$ cat src/rtl/lock_pkg.sv
// Shared types and helpers for the keypad code lock family.
// Pure declarations: no latency, no flow control.
package lock_pkg;

    typedef enum logic [1:0] {
        ENTRY    = 2'd0,
        UNLOCKED = 2'd1,
        LOCKOUT  = 2'd2
    } lock_state_t;

    localparam int DEFAULT_RADIX = 10;
    localparam int MAX_CODE_W    = 256;
    localparam int MAX_DIGIT_W   = 32;

    // Field i of a packed code, first digit in the most-significant field.
    function automatic logic [MAX_DIGIT_W-1:0] digit_at(
        input logic [MAX_CODE_W-1:0] code,
        input int                    code_len,
        input int                    digit_w,
        input int                    i
    );
        logic [MAX_CODE_W-1:0] shifted;
        logic [MAX_CODE_W-1:0] mask;
        shifted = code >> ((code_len - 1 - i) * digit_w);
        mask    = (MAX_CODE_W'(1) << digit_w) - MAX_CODE_W'(1);
        return MAX_DIGIT_W'(shifted & mask);
    endfunction

endpackage

$ cat src/rtl/lockout_timer.sv
// One-shot down-counter: active is high for exactly LOCKOUT_CYC cycles after load.
// Outputs registered, done flags the final active cycle; load restarts, no backpressure.
module lockout_timer #(
    parameter int LOCKOUT_CYC = 1000
) (
    input  logic clk,
    input  logic rst,
    input  logic load,
    output logic active,
    output logic done
);

    localparam int TW = (LOCKOUT_CYC > 1) ? $clog2(LOCKOUT_CYC) : 1;

    logic [TW-1:0] timer;

    always_ff @(posedge clk) begin
        if (rst) begin
            active <= 1'b0;
            timer  <= '0;
        end else if (load) begin
            active <= 1'b1;
            timer  <= TW'(LOCKOUT_CYC - 1);
        end else if (active) begin
            if (timer == '0) begin
                active <= 1'b0;
            end else begin
                timer <= timer - 1'b1;
            end
        end
    end

    assign done = active && (timer == '0);

endmodule

$ cat src/rtl/seq_code_lock.sv
// Sequential keypad lock: checks digits on the fly, counts failures, times an alarm lockout.
// Result 1 cycle after the final digit; keys during UNLOCKED/LOCKOUT are dropped, no backpressure.
module seq_code_lock
    import lock_pkg::*;
#(
    parameter int                          CODE_LEN    = 4,
    parameter int                          DIGIT_W     = 4,
    parameter int                          RADIX       = DEFAULT_RADIX,
    parameter logic [CODE_LEN*DIGIT_W-1:0] CODE        = 16'h1234,
    parameter int                          MAX_TRIES   = 3,
    parameter int                          LOCKOUT_CYC = 1000
) (
    input  logic                             clk,
    input  logic                             rst,
    input  logic                             key_valid,
    input  logic [DIGIT_W-1:0]               key_digit,
    input  logic                             clear,
    input  logic                             relock,
    output logic                             correct_signal,
    output logic                             alarm,
    output logic                             wrong_pulse,
    output logic                             locked_out,
    output logic [$clog2(CODE_LEN+1)-1:0]    digit_count,
    output logic [$clog2(MAX_TRIES+1)-1:0]   fail_count
);

    localparam int IW = $clog2(CODE_LEN + 1);
    localparam int FW = $clog2(MAX_TRIES + 1);

    lock_state_t   state, state_nxt;
    logic [IW-1:0] idx, idx_nxt;
    logic          mismatch, mismatch_nxt;
    logic [FW-1:0] fail_cnt, fail_nxt;
    logic          wrong_nxt;
    logic          tmr_load, tmr_active, tmr_done;
    logic [DIGIT_W-1:0] exp_digit;
    logic          digit_ok;
    logic          mis_acc;

    lockout_timer #(
        .LOCKOUT_CYC (LOCKOUT_CYC)
    ) u_timer (
        .clk    (clk),
        .rst    (rst),
        .load   (tmr_load),
        .active (tmr_active),
        .done   (tmr_done)
    );

    always_ff @(posedge clk) begin
        if (rst) begin
            state          <= ENTRY;
            idx            <= '0;
            mismatch       <= 1'b0;
            fail_cnt       <= '0;
            wrong_pulse    <= 1'b0;
            correct_signal <= 1'b0;
        end else begin
            state          <= state_nxt;
            idx            <= idx_nxt;
            mismatch       <= mismatch_nxt;
            fail_cnt       <= fail_nxt;
            wrong_pulse    <= wrong_nxt;
            correct_signal <= (state_nxt == UNLOCKED);
        end
    end

    always_comb begin
        state_nxt    = state;
        idx_nxt      = idx;
        mismatch_nxt = mismatch;
        fail_nxt     = fail_cnt;
        wrong_nxt    = 1'b0;
        tmr_load     = 1'b0;
        exp_digit    = DIGIT_W'(digit_at(MAX_CODE_W'(CODE), CODE_LEN, DIGIT_W, int'(idx)));
        digit_ok     = int'(key_digit) < RADIX;
        mis_acc      = mismatch | (key_digit != exp_digit);

        case (state)
            ENTRY: begin
                // clear has priority and swallows any key presented with it
                if (clear) begin
                    idx_nxt      = '0;
                    mismatch_nxt = 1'b0;
                end else if (key_valid && digit_ok) begin
                    if (idx == IW'(CODE_LEN - 1)) begin
                        idx_nxt      = '0;
                        mismatch_nxt = 1'b0;
                        if (!mis_acc) begin
                            state_nxt = UNLOCKED;
                            fail_nxt  = '0;
                        end else if (int'(fail_cnt) + 1 < MAX_TRIES) begin
                            fail_nxt  = fail_cnt + 1'b1;
                            wrong_nxt = 1'b1;
                        end else begin
                            state_nxt = LOCKOUT;
                            fail_nxt  = FW'(MAX_TRIES);
                            wrong_nxt = 1'b1;
                            tmr_load  = 1'b1;
                        end
                    end else begin
                        idx_nxt      = idx + 1'b1;
                        mismatch_nxt = mis_acc;
                    end
                end
            end
            UNLOCKED: begin
                if (relock) begin
                    state_nxt = ENTRY;
                end
            end
            LOCKOUT: begin
                if (tmr_done) begin
                    state_nxt = ENTRY;
                    fail_nxt  = '0;
                end
            end
            default: state_nxt = ENTRY;
        endcase
    end

    assign alarm       = tmr_active;
    assign locked_out  = tmr_active;
    assign digit_count = idx;
    assign fail_count  = fail_cnt;

endmodule

$ cat config.mk
export PLATFORM = sky130hd
export DESIGN_NAME = seq_code_lock
export DESIGN_NICKNAME = d
export VERILOG_FILES = /design/src/rtl/lock_pkg.sv /design/src/rtl/lockout_timer.sv /design/src/rtl/seq_code_lock.sv
export SDC_FILE = /design/constraint.sdc
export NUM_CORES = 1
export LEC_CHECK = 0
export ABC_AREA = 1
export CORE_MARGIN = 5
export CORE_UTILIZATION = 48
export DETAILED_ROUTE_END_ITERATION = 10
export PLACE_DENSITY_LB_ADDON = 0.08
export SKIP_CTS_REPAIR_TIMING = 1
export SLEW_MARGIN = 10
export SYNTH_ARGS = -nofsm -noshare
export SYNTH_HDL_FRONTEND = slang
export SYNTH_SLANG_ARGS = --single-unit
$ cat constraint.sdc
create_clock -name clk -period 2.2 [get_ports clk]
set_clock_uncertainty 0.2 [all_clocks]
set_input_delay 0.33 -clock clk [delete_from_list [all_inputs] [get_ports clk]]
set_output_delay 0.33 -clock clk [all_outputs]
set_load 0.02 [all_outputs]
# ---- After elaboration in Yosys (flattened, before gate mapping)
# Cells that the tools add are included.
dict set report totals {
  in_bits 9
  register_bits 21
  output_inout_bits 9
  wordCells 79
}
dict set report op_classes {
  n_mux 34
  eq_ne 10
  n_shift 1
  n_reduce_logical 13
  bitwise 5
  add_sub_neg 5
  magnitude_cmp 2
}
# operator count
set op_table {}
lappend op_table {{13-bit by 32-bit >> shifter with 4-bit output (first input constant)} 1}
lappend op_table {{10-bit 2-to-1 mux} 3}
lappend op_table {{2-bit 2-to-1 mux} 13}
lappend op_table {{1-bit 2-to-1 mux} 13}
lappend op_table {{10-bit logical NOT} 1}
lappend op_table {{2-bit inequality test (second input constant)} 5}
lappend op_table {{10-bit by 1-bit subtractor with 10-bit output (second input constant)} 1}
lappend op_table {{3-bit 2-to-1 mux} 3}
lappend op_table {{2-bit one-hot mux with 3 select lines} 1}
lappend op_table {{2-bit AND reduction} 3}
lappend op_table {{2-bit nonzero test} 3}
lappend op_table {{5-bit AND reduction} 1}
lappend op_table {{5-bit OR reduction} 1}
lappend op_table {{2-bit by 1-bit == test with 1-bit output (second input constant)} 2}
lappend op_table {{4-bit < comparator (second input constant)} 1}
lappend op_table {{4-bit inequality test} 1}
lappend op_table {{1-bit NOT} 4}
lappend op_table {{2-bit one-hot mux with 2 select lines} 1}
lappend op_table {{2-bit by 3-bit subtractor with 4-bit output (first input constant)} 1}
lappend op_table {{2-bit by 1-bit adder with 3-bit output (second input constant)} 1}
lappend op_table {{3-bit by 1-bit adder with 3-bit output (second input constant)} 1}
lappend op_table {{3-bit by 2-bit == test with 1-bit output (second input constant)} 1}
lappend op_table {{3-bit by 2-bit < comparator with 1-bit output (second input constant)} 1}
lappend op_table {{2-bit by 1-bit adder with 2-bit output (second input constant)} 1}
lappend op_table {{other kinds (5)} 6}

# ---- Depth between registers and ports, before layout
dict set report depth {
  ltp_word 11
  mapped_depth 12
}

# ---- Cells and area by module
# A second synthesis with hierarchy kept.
dict set report hier_totals {
  hier_cells 194
  area_unflattened_um2 1302.5
}
# module area_per_inst_um2 n_inst seq_area_each_um2 cells_each
set by_module_without_submodules {}
lappend by_module_without_submodules {lockout_timer 659.4 1 220.2 97}
lappend by_module_without_submodules {seq_code_lock 643.1 1 200.2 97}

# ---- Worst setup path before layout
# OpenSTA, ideal clock, no wires.
dict set report synth_timing {
  kind {reg2reg}
  from {register idx[0], in the netlist digit_count[0]}
  to {register u_timer.timer[7]}
  period_less_slack_ps 1664
  setup_time_ps 130
  slack_ps 536
  n_path_buf 1
  arrival_time_ps 1334
  stages_incl_launch_ff 11
  t_required_ps 1870
  path_cell_list {dfxtp_1 -> inv_1 -> nand3_1 -> nand3_1 -> nor2_2 -> nand2_2 -> nand3_2 -> buf_6 -> nand2_2 -> nor2_1 -> nor2_1}
}
dict set report synth_via {
  elab_chain_cells 11
  elab_cells_between_ends 14
  classes_between {add/sub: 1; eq/ne: 3; shift: 1; mux: 6; bitwise: 1; reduce/logical: 2}
}
# item line_no
set synth_rtl {}
lappend synth_rtl {{start, declared} seq_code_lock.sv:31} ;# logic [IW-1:0] idx, idx_nxt;
lappend synth_rtl {{start signal, assigned} seq_code_lock.sv:60} ;# idx <= idx_nxt;
lappend synth_rtl {{2-bit by 3-bit subtractor with 4-bit output} lock_pkg.sv:24} ;# shifted = code >> ((code_len - 1 - i) * digit_w);
lappend synth_rtl {{13-bit by 32-bit >> shifter with 4-bit output} lock_pkg.sv:24}
lappend synth_rtl {{4-bit inequality test} seq_code_lock.sv:77} ;# mis_acc = mismatch | (key_digit != exp_digit);
lappend synth_rtl {{1-bit OR} seq_code_lock.sv:77}
lappend synth_rtl {{1-bit 2-to-1 mux} seq_code_lock.sv:89} ;# if (!mis_acc) begin
lappend synth_rtl {{1-bit 2-to-1 mux (*)} seq_code_lock.sv:86} ;# if (idx == IW'(CODE_LEN - 1)) begin
lappend synth_rtl {{1-bit 2-to-1 mux (*)} seq_code_lock.sv:85} ;# end else if (key_valid && digit_ok) begin
lappend synth_rtl {{1-bit 2-to-1 mux (*)} seq_code_lock.sv:82} ;# if (clear) begin
lappend synth_rtl {{1-bit 2-to-1 mux (*)} seq_code_lock.sv:79} ;# case (state)
lappend synth_rtl {{2-bit inequality test (no source line) or 2-bit nonzero test (tied branches)} n/a}
lappend synth_rtl {{2-bit AND reduction (no source line)} n/a}
lappend synth_rtl {{end signal, assigned} lockout_timer.sv:23} ;# timer <= TW'(LOCKOUT_CYC - 1);
lappend synth_rtl {{end signal, assigned} lockout_timer.sv:28} ;# timer <= timer - 1'b1;
lappend synth_rtl {{end, declared} lockout_timer.sv:15} ;# logic [TW-1:0] timer;
# Every way passes the cells marked *; elsewhere a longest branch is shown, timed or not.
# A chain may end at the register's enable or synchronous reset.

# ---- Final worst setup path
dict set report layout_timing {
  from {register idx[0], in the netlist digit_count[0]}
  to {output digit_count[0]}
}
# item line_no
set layout_rtl {}
lappend layout_rtl {{end, declared} seq_code_lock.sv:23} ;# output logic [$clog2(CODE_LEN+1)-1:0] digit_count,
# No word-level cell between the ends.

==> results.toml <==
[outcome]
status = "finished, final reports clean"

[yosys]
synthMuxAreaShare = 0
ys_seq_area_frac = 0.343
syn_nets = 197
synthAdderAreaFrac = 0.0204
synth_top_family_by_area = "simple AND/OR/NAND/NOR gates"
synth-compound-area-share = 0.138
ys_warn_count = 0
synth_xor_area_frac = 0.0214
synth.avg_cell_area_um2 = 6.60
ys_types = 27
synthesis.area_um2 = 1230
synth_seq_cells = 21
synthSimpleGateAreaFrac = 0.365
syn_inst = 186

[power_and_ir_drop]
total_power_uw = 634
p_leak_uw = 0.000643
p_per_area_nw_per_um2 = 438
max-vdd-ir-drop_v = 0.000331

[setup_path]
r2r-start = "u_timer.timer[0]"
ff2ff_path_depth = 12
worstPathCellList = "clkdlybuf4s50_1"
worst-endpoint-required_ns = 1.67
worst-path-max-fanout = 7
reg2reg_to = "u_timer.timer[5]"
cp_slowest_cell = "clkdlybuf4s50_1"
r2r_setup_slack_ns = 0.28
startpoint_type = "flop"
arrival_ns = 1.43
crit_path_max_incr_delay_ns = 0.65
path_buf_inv = 1
crit_family = "buffers and inverters"
end_kind = "output port"
crit_type = "reg -> out"

[detailed_routing]
num_vias = 1194
antenna_left = 0
wl_per_cell_um = 11.2
avgViaCountPerCell = 5.08
drt_iter0_markers = 48
remaining_drc_errors = 0
routed_wl_mm = 2.62
drt_first_pass_iters = 4

[clocking]
clk_latency_ns = 0.31
h-tree-depth = 1
clock_sink_count = 21
clockBufferDepth = 2
cts-root-buf = "clkbuf_4"
tritoncts = "done"
path_clk_slew_ns = 0.12
tritoncts.num_buffers = 3

[placement]
dpl.hpwl_mm = 2.02
io_buffers = 17
routabilityCongestion = 0.869
place_area_um2 = 1420

[die]
rows = 18
die_h_um = 60.6
initial_core_util = 0.500
core_um2 = 2450
die_w_um = 60.6
num_io_pins = 18
die_area_um2 = 3670

[min_path]
hold_class = "reg -> reg"
worst_hold_startpoint = "mismatch"
holdPathStages = 2
hold_end = "mismatch"

[global_route]
gr-usage-all-layers = 0.173
antenna_found_initial = 0
grt_pass1_vias = 1118
overflow = 0
grt_max_degree = 13
grt_pass1_wl_mm = 4.75

[sta]
grt_setup_unrepaired = "no"
fin_setup_tns_ns = 0
tightest_slew_ns = 0.340
setup_viol_count_final = 0
slew_violations = 0
layout_min_cycle_time_ns = 1.96
hold_viol = 0
period_share = 0.890
max_freq_ghz = 0.511
fin_hold_ws_ns = 0.288
slew-limit-headroom = 0.772

[layout]
num-fill-cells = 230
drive_gt1_frac = 0.122
multiInputGateArea_um2 = 668
syn2layout_area_growth_pct = 17.9
final_area_um2 = 1450
diodes = 0
seq_area_um2 = 420
nNetsFinal = 217

[flow_run]
max-cap-violations = 0
## layer usage
layer | GRT usage | vias up | share of wire
met1 | 0.225 | 533 | 0.48
li1 | - | 624 | -
met5 | 0 | - | 0
met2 | 0.272 | 33 | 0.45
met4 | 0.0743 | 0 | 0.014
met3 | 0.0447 | 4 | 0.059
## area by class of cell
cell class                      instances  area share
Clock buffer                            3      0.0156
Sequential cell                        21       0.290
Timing Repair Buffer                   18       0.123
Clock inverter                          1     0.00346
Tap cell                               30      0.0259
Multi-Input combinational cell        131       0.462
Inverter                               31      0.0804
## cell usage in the layout, fill, tap and decap left out, drive strengths merged
master,count
nand2,40
clkdlybuf4s50,17
nor2,34
a31oi,2
xor2,3
clkbuf,3
nand4,4
inv,31
ha,2
or2,1
dfxtp,21
nand3,14
nor3,2
a21boi,1
buf,1
and2,1
clkinv,1
a21oi,14
o21ai,13
## how the worst max path moves through the flow
| stage | start | end | slack (ns) | cells after the start |
|---|---|---|---|---|
| floorplan | digit_count[0] | u_timer.timer[7] | 0.54 | 10 |
| global placement | key_digit[1] | u_timer.timer[9] | 0.14 | 8 |
| detailed placement | key_digit[1] | u_timer.timer[9] | 0.05 | 8 |
| CTS | digit_count[0] | digit_count[0] | 0.23 | 1 |
| global route | u_timer.timer[0] | u_timer.timer[5] | 0.08 | 12 |
| finish | digit_count[0] | digit_count[0] | 0.24 | 1 |
## Yosys cell counts
| library cell | number | area [um^2] |
|---|---|---|
| a21boi_1 | 1 | 7.51 |
| a21oi_1 | 12 | 60.1 |
| a21oi_2 | 2 | 17.5 |
| a31oi_1 | 1 | 6.26 |
| a31oi_2 | 1 | 12.5 |
| and2_1 | 1 | 6.26 |
| buf_4 | 1 | 7.51 |
| buf_6 | 1 | 11.3 |
| clkbuf_1 | 1 | 3.75 |
| dfxtp_1 | 21 | 420 |
| ha_1 | 2 | 25.0 |
| inv_1 | 30 | 113 |
| inv_2 | 1 | 3.75 |
| nand2_1 | 36 | 135 |
| nand2_2 | 4 | 25.0 |
| nand3_1 | 11 | 55.1 |
| nand3_2 | 3 | 30.0 |
| nand4_1 | 4 | 25.0 |
| nor2_1 | 27 | 101 |
| nor2_2 | 6 | 37.5 |
| nor2_4 | 1 | 11.3 |
| nor3_1 | 1 | 5.00 |
| nor3_2 | 1 | 10.0 |
| o21ai_0 | 10 | 50.1 |
| o21ai_1 | 3 | 15.0 |
| or2_2 | 1 | 6.26 |
| xor2_1 | 3 | 26.3 |
## power breakdown
part	internal (uW)	total, uW	switching [uW]
combinational	27.1	58.4	31.3
clock	68.0	191	123
sequential	382	385	2.95
total	477	634	157
## sequential cells by signal, indices dropped and copies added, names as in the netlist
register        count
state               2
mismatch            1
u_timer.active      1
wrong_pulse         1
correct_signal      1
u_timer.timer      10
digit_count         3
fail_count          2
## logic make-up after synthesis
| logic type | Yosys count |
|---|---|
| simple gates | 96 |
| buf+inv | 34 |
| compound gates | 30 |
| flops | 21 |
| xor+xnor | 3 |
| fa+ha+maj | 2 |
## stage by stage
stage	cells	utilization	worst slack, ns
finish	235	0.590	0.242
global route	235	0.590	0.0838
CTS	235	0.590	0.227
detailed placement	231	0.578	0.0497
global placement	231	0.578	0.141
floorplan	186	-	0.536
No activity file was read; power rests on OpenSTA's default activity.
==> RTL change 1: new RTL, config.mk and constraints unchanged <==
The 3 states of `lock_state_t` get a one-hot encoding in 3 bits.
--- a/src/rtl/lock_pkg.sv
+++ b/src/rtl/lock_pkg.sv
@@ -2,10 +2,10 @@
 // Pure declarations: no latency, no flow control.
 package lock_pkg;
 
-    typedef enum logic [1:0] {
-        ENTRY    = 2'd0,
-        UNLOCKED = 2'd1,
-        LOCKOUT  = 2'd2
+    typedef enum logic [2:0] {
+        ENTRY    = 3'b001,
+        UNLOCKED = 3'b010,
+        LOCKOUT  = 3'b100
     } lock_state_t;
 
     localparam int DEFAULT_RADIX = 10;
Formal check against the unedited RTL: no difference found for any inputs over 10 cycles, from zero or initial values and one cycle with rst high; not proved beyond that.
==> RTL change 1 against the original RTL <==
- hold slack worse by 0.0037 ns
- maximum frequency is 2.1% lower
- critical path type unchanged
- sequential cell count up 1
- total power rose by 9.4%
- synthesized area is 15% higher
- design area grew 12%
- cell count is 11% higher
- worst setup slack lost 0.041 ns
- routed wire length rose by 14%
- critical path depth unchanged
==> RTL change 1: results (changes against the original RTL) <==
* First-pass GRT wire length at 5530 um (+16%)
* Static Leakage at 0.794 nW (+23%)
* Status: completed
* Critical path's largest stage delay at 0.67 ns (+0.02 ns)
* WL/cell at 11.5 um (+2.6%)
* Least-Margin Pin Slew at 0.479 ns (+0.139 ns)
* Reg2Reg Capture Point: u_timer.timer[1]
* HPWL Detailed at 2340 um (+16%)
* Sw Ratio at 0.236 (-0.0117)
* M1 WL at 1390 um (+11%)
* GPL Wtd Cong at 0.821 (-5.5%)
* Post-synthesis net count at 226 (+15%)
* Share of cells above drive strength 1 at 0.134 (+0.0122)
* Worst hold slack at 0.284 ns (-0.00373 ns)
* Syn Area/Cell at 6.58 um^2 (-0.26%)
* Peak VDD IR at 250 uV (-24%)
* Flop2flop setup slack at 0.25 ns (-0.03 ns)
* DR WL met3 at 121 um (-22%)
* GRT Total Usage at 0.160 (-0.0137)
* Vias/cell at 5.16 (+1.6%)
* Crit path DAT at 1.47 ns (+0.04 ns)
* WL met2 at 1460 um (+24%)
* 1st-iter DRT viols at 108 (+130%)
* Place WS at 0.156 ns (+0.106 ns)
* Layout Nets at 243 (+12%)
* Post-synthesis sequential area ratio at 0.311 (-0.0313)
* Cell total after placement at 258 (+12%)
RTL change 1: changes by cell type after synthesis, sizes merged, moves of 3 or more:
cell,delta
a21oi,-5
buf,+3
inv,+8
nand2,+7
nand3,+14
nand4,+5
o21ai,-5
RTL change 1: worst max path at each step:
| stage | cells past startpoint | slack (ns) | endpoint |
|---|---|---|---|
| floorplan | 9 | 0.35 | u_timer.timer[4] |
| global placement | 8 | 0.24 | u_timer.timer[1] |
| detailed placement | 8 | 0.16 | u_timer.timer[1] |
| CTS | 1 | 0.19 | digit_count[0] |
| global route | 11 | 0.10 | fail_count[0] |
| finish | 1 | 0.20 | digit_count[0] |
RTL change 1: power groups by stage:
| stage | combinational, mW | clock (mW) | sequential (mW) |
|---|---|---|---|
| 3_5_place_dp | 0.0659 | 0 | 0.413 |
| 4_1_cts | 0.0660 | 0.232 | 0.404 |
| 2_1_floorplan | 0.0362 | 0 | 0.414 |
| 5_1_grt | 0.0739 | 0.259 | 0.405 |
| 6_report | 0.0665 | 0.223 | 0.404 |
| 3_3_place_gp | 0.0636 | 0 | 0.413 |
RTL change 1: logic make-up (layout without fill, tap and decap cells):
kind of cell    Yosys count  after routing  share of synthesized area
compound gates           18             18                     0.0760
xor+xnor                  3              3                     0.0186
fa+ha+maj                 2              2                     0.0177
buf+inv                  46             62                      0.141
flops                    22             22                      0.311
simple gates            124            124                      0.436
RTL change 1: cell type report:
| class | instances | area share |
|---|---|---|
| multi-input combinational | 147 | 0.478 |
| sequential | 22 | 0.271 |
| timing repair buffer | 19 | 0.114 |
| inverter | 39 | 0.0902 |
| tap | 31 | 0.0239 |
| clock buffer | 4 | 0.0224 |
RTL change 1: worst register-to-register path, cell delays in order (launching register included):
cell and delay (ns):
dfxtp_1 0.50, ha_1 0.22, inv_1 0.05, nor2_1 0.17, nand2_1 0.09, nor3_2 0.23
nand2_4 0.18, nand2_1 0.10, nand2_1 0.05, nor2_1 0.11
RTL change 1: routing by layer:
layer / global-route usage / vias up
li1: - / 711
met1: 0.190 / 600
met2: 0.281 / 37
met3: 0.0315 / 4
met4: 0.0585 / 0
met5: 0 / -
RTL change 1: per-stage QoR:
stage,util,instance area [um^2]
3_5_place_dp,0.570,1590
4_1_cts,0.583,1620
2_1_floorplan,-,1420
6_report,0.583,1620
5_1_grt,0.583,1620
3_3_place_gp,0.570,1590
==> RTL change 2: new RTL, same flow settings <==
Made on the original files. Make the reset (`rst`) asynchronous in 2 clocked blocks.
--- a/src/rtl/lockout_timer.sv
+++ b/src/rtl/lockout_timer.sv
@@ -14,7 +14,7 @@
 
     logic [TW-1:0] timer;
 
-    always_ff @(posedge clk) begin
+    always_ff @(posedge clk or posedge rst) begin
         if (rst) begin
             active <= 1'b0;
             timer  <= '0;
--- a/src/rtl/seq_code_lock.sv
+++ b/src/rtl/seq_code_lock.sv
@@ -47,7 +47,7 @@
         .done   (tmr_done)
     );
 
-    always_ff @(posedge clk) begin
+    always_ff @(posedge clk or posedge rst) begin
         if (rst) begin
             state          <= ENTRY;
             idx            <= '0;
Formal check against the unedited RTL: differs if rst is asserted again (counterexample within 4 cycles, from zero or initial values and one cycle with rst high); with rst held inactive, the same outputs for 10 cycles.
==> RTL change 2 against the original RTL <==
- synthesized area rose by 0.20%
- sequential cell count unchanged
- routed wire length decreased by 8.8%
- design area is 1.2% higher
- count of clock-buffer cells in the layout unchanged
- worst setup slack worse by 0.046 ns
- hold slack got worse by 0.16 ns
- register-to-register slack got worse by 0.07 ns
- via count decreased by 12%
Power is not compared: it rests on default switching activity, and its combinational part moved more than twofold at a synthesized area within 25%.
==> RTL change 2: results (changes against the original RTL) <==
* Status: completed
* Reg2Reg Capture Point: u_timer.timer[7]
* GRT Total Usage at 0.147 (-0.0268)
* Reg with most FFs: u_timer.timer
* Antenna Diode Count at 0 (unchanged)
* Pin count of the biggest net entering global routing at 22 (+9)
* DRT Pass-1 Iters at 4 (unchanged)
* Post-synthesis net count at 167 (-15%)
* HPWL Detailed at 1910 um (-5.5%)
* Static Leakage at between 0.6 and 0.7 nW
* Ys async rst share at 1.00 (+1.00)
* HP Class: in -> async
* Vias/cell at 5.08 (about the same)
* Share of cells above drive strength 1 at 0.119 (-0.00331)
* Number of global-route vias before repair at 953 (-15%)
* Initial antenna violation count at 0 (unchanged)
* Cell family with most CP delay: buffers and inverters
* Final WL at 2390 um (-8.8%)
* H-tree depth at 1 (unchanged)
* Slew HR at 0.809 (+0.0370)
* Root buf cell: clkbuf_4
* Number of fill cells in the layout at 228 (-0.87%)
* Slowest stage cell, crit path: clkdlybuf4s50_1
* Synth cell count leaders: nand2_1, inv_1, dfrtp_1
* GPL Wtd Cong at 0.794 (-8.7%)
* Layout Nets at 189 (-13%)
* Syn. warnings at 0 (unchanged)
* Peak VDD IR at 465 uV
* Max FFs per register at 10 (unchanged)
* Clock Latency Late Sink at 0.31 ns (about the same)
* Post-synthesis cell type count at 29 (+7.4%)
* Clock Pin Slew Worst Setup and Hold Paths at between 0.1 and 0.15 ns
* Post-synthesis sequential area ratio at 0.427 (+0.0848)
* Synth top area cells: dfrtp_1, nand2_1, inv_1
* DR WL met3 at 97 um (-38%)
* Top layer in use: met4
* Max Fanout on Critical Path at 7 (unchanged)
* M1 WL at 1170 um (-6.2%)
* Reg2Reg Launch Point: u_timer.timer[0]
* Crit path DAT at 1.47 ns (+0.04 ns)
* Origin of the worst setup path: fail_count[1]
* Clk buf depth at 2 (unchanged)
* IO buf count at 17 (unchanged)
* First-pass GRT wire length at 4130 um (-13%)
* R2R cell count at 10 (-2)
* 1st-iter DRT viols at 24 (-50%)
* Critical path's largest stage delay at roughly 0.66 ns
* Num CTS Buffers at 3 (unchanged)
* Flop2flop setup slack at 0.21 ns (-0.07 ns)
* Worst setup endpoint: fail_count[1]
* WL met2 at 1110 um (-6.3%)
RTL change 2: kinds of logic (layout without fill, tap and decap cells):
kind of cell / Yosys count / count (layout) / synth area share
xor+xnor: 5 / 5 / 0.0356
fa+ha+maj: 2 / 2 / 0.0203
flops: 21 / 21 / 0.427
simple gates: 80 / 80 / 0.325
compound gates: 20 / 20 / 0.101
buf+inv: 28 / 49 / 0.0916
RTL change 2: report_power, final:
part	leakage, nW	switching (mW)	internal (mW)
clock network	0.0177	0.122	0.0677
registers	0.249	0.0810	0.458
logic	0.409	0.155	0.124
total	0.677	0.358	0.650
RTL change 2: final cells by class:
class                      instances  area share
inverter                          26      0.0666
clock inverter                     1     0.00342
multi-input combinational        107       0.404
timing repair buffer              19       0.126
clock buffer                       3      0.0154
sequential                        21       0.359
tap                               30      0.0256
RTL change 2: tightest hold or removal path: cells and delay by family:
| family | cells | cell delay [ns] |
|---|---|---|
| buf+inv | 3 | 0.70 |
RTL change 2: per-stage QoR:
| step | power, mW | setup slack [ns] | area [um^2] | std cells | hold WS [ns] |
|---|---|---|---|---|---|
| 2_1_floorplan | 0.727 | 0.488 | 1230 | 156 | 0.107 |
| 3_3_place_gp | 0.818 | 0.0936 | 1440 | 203 | 0.302 |
| 3_5_place_dp | 0.828 | 0.0195 | 1440 | 203 | 0.299 |
| 4_1_cts | 1.01 | 0.181 | 1470 | 207 | 0.146 |
| 5_1_grt | 1.08 | 0.0453 | 1470 | 207 | 0.144 |
| 6_report | 1.01 | 0.196 | 1470 | 207 | 0.128 |
RTL change 2: per-layer routing:
metal / global-route usage / vias to the layer above
li1: - / 547
met1: 0.210 / 487
met2: 0.226 / 15
met3: 0.0319 / 2
met4: 0.0372 / 0
met5: 0 / -
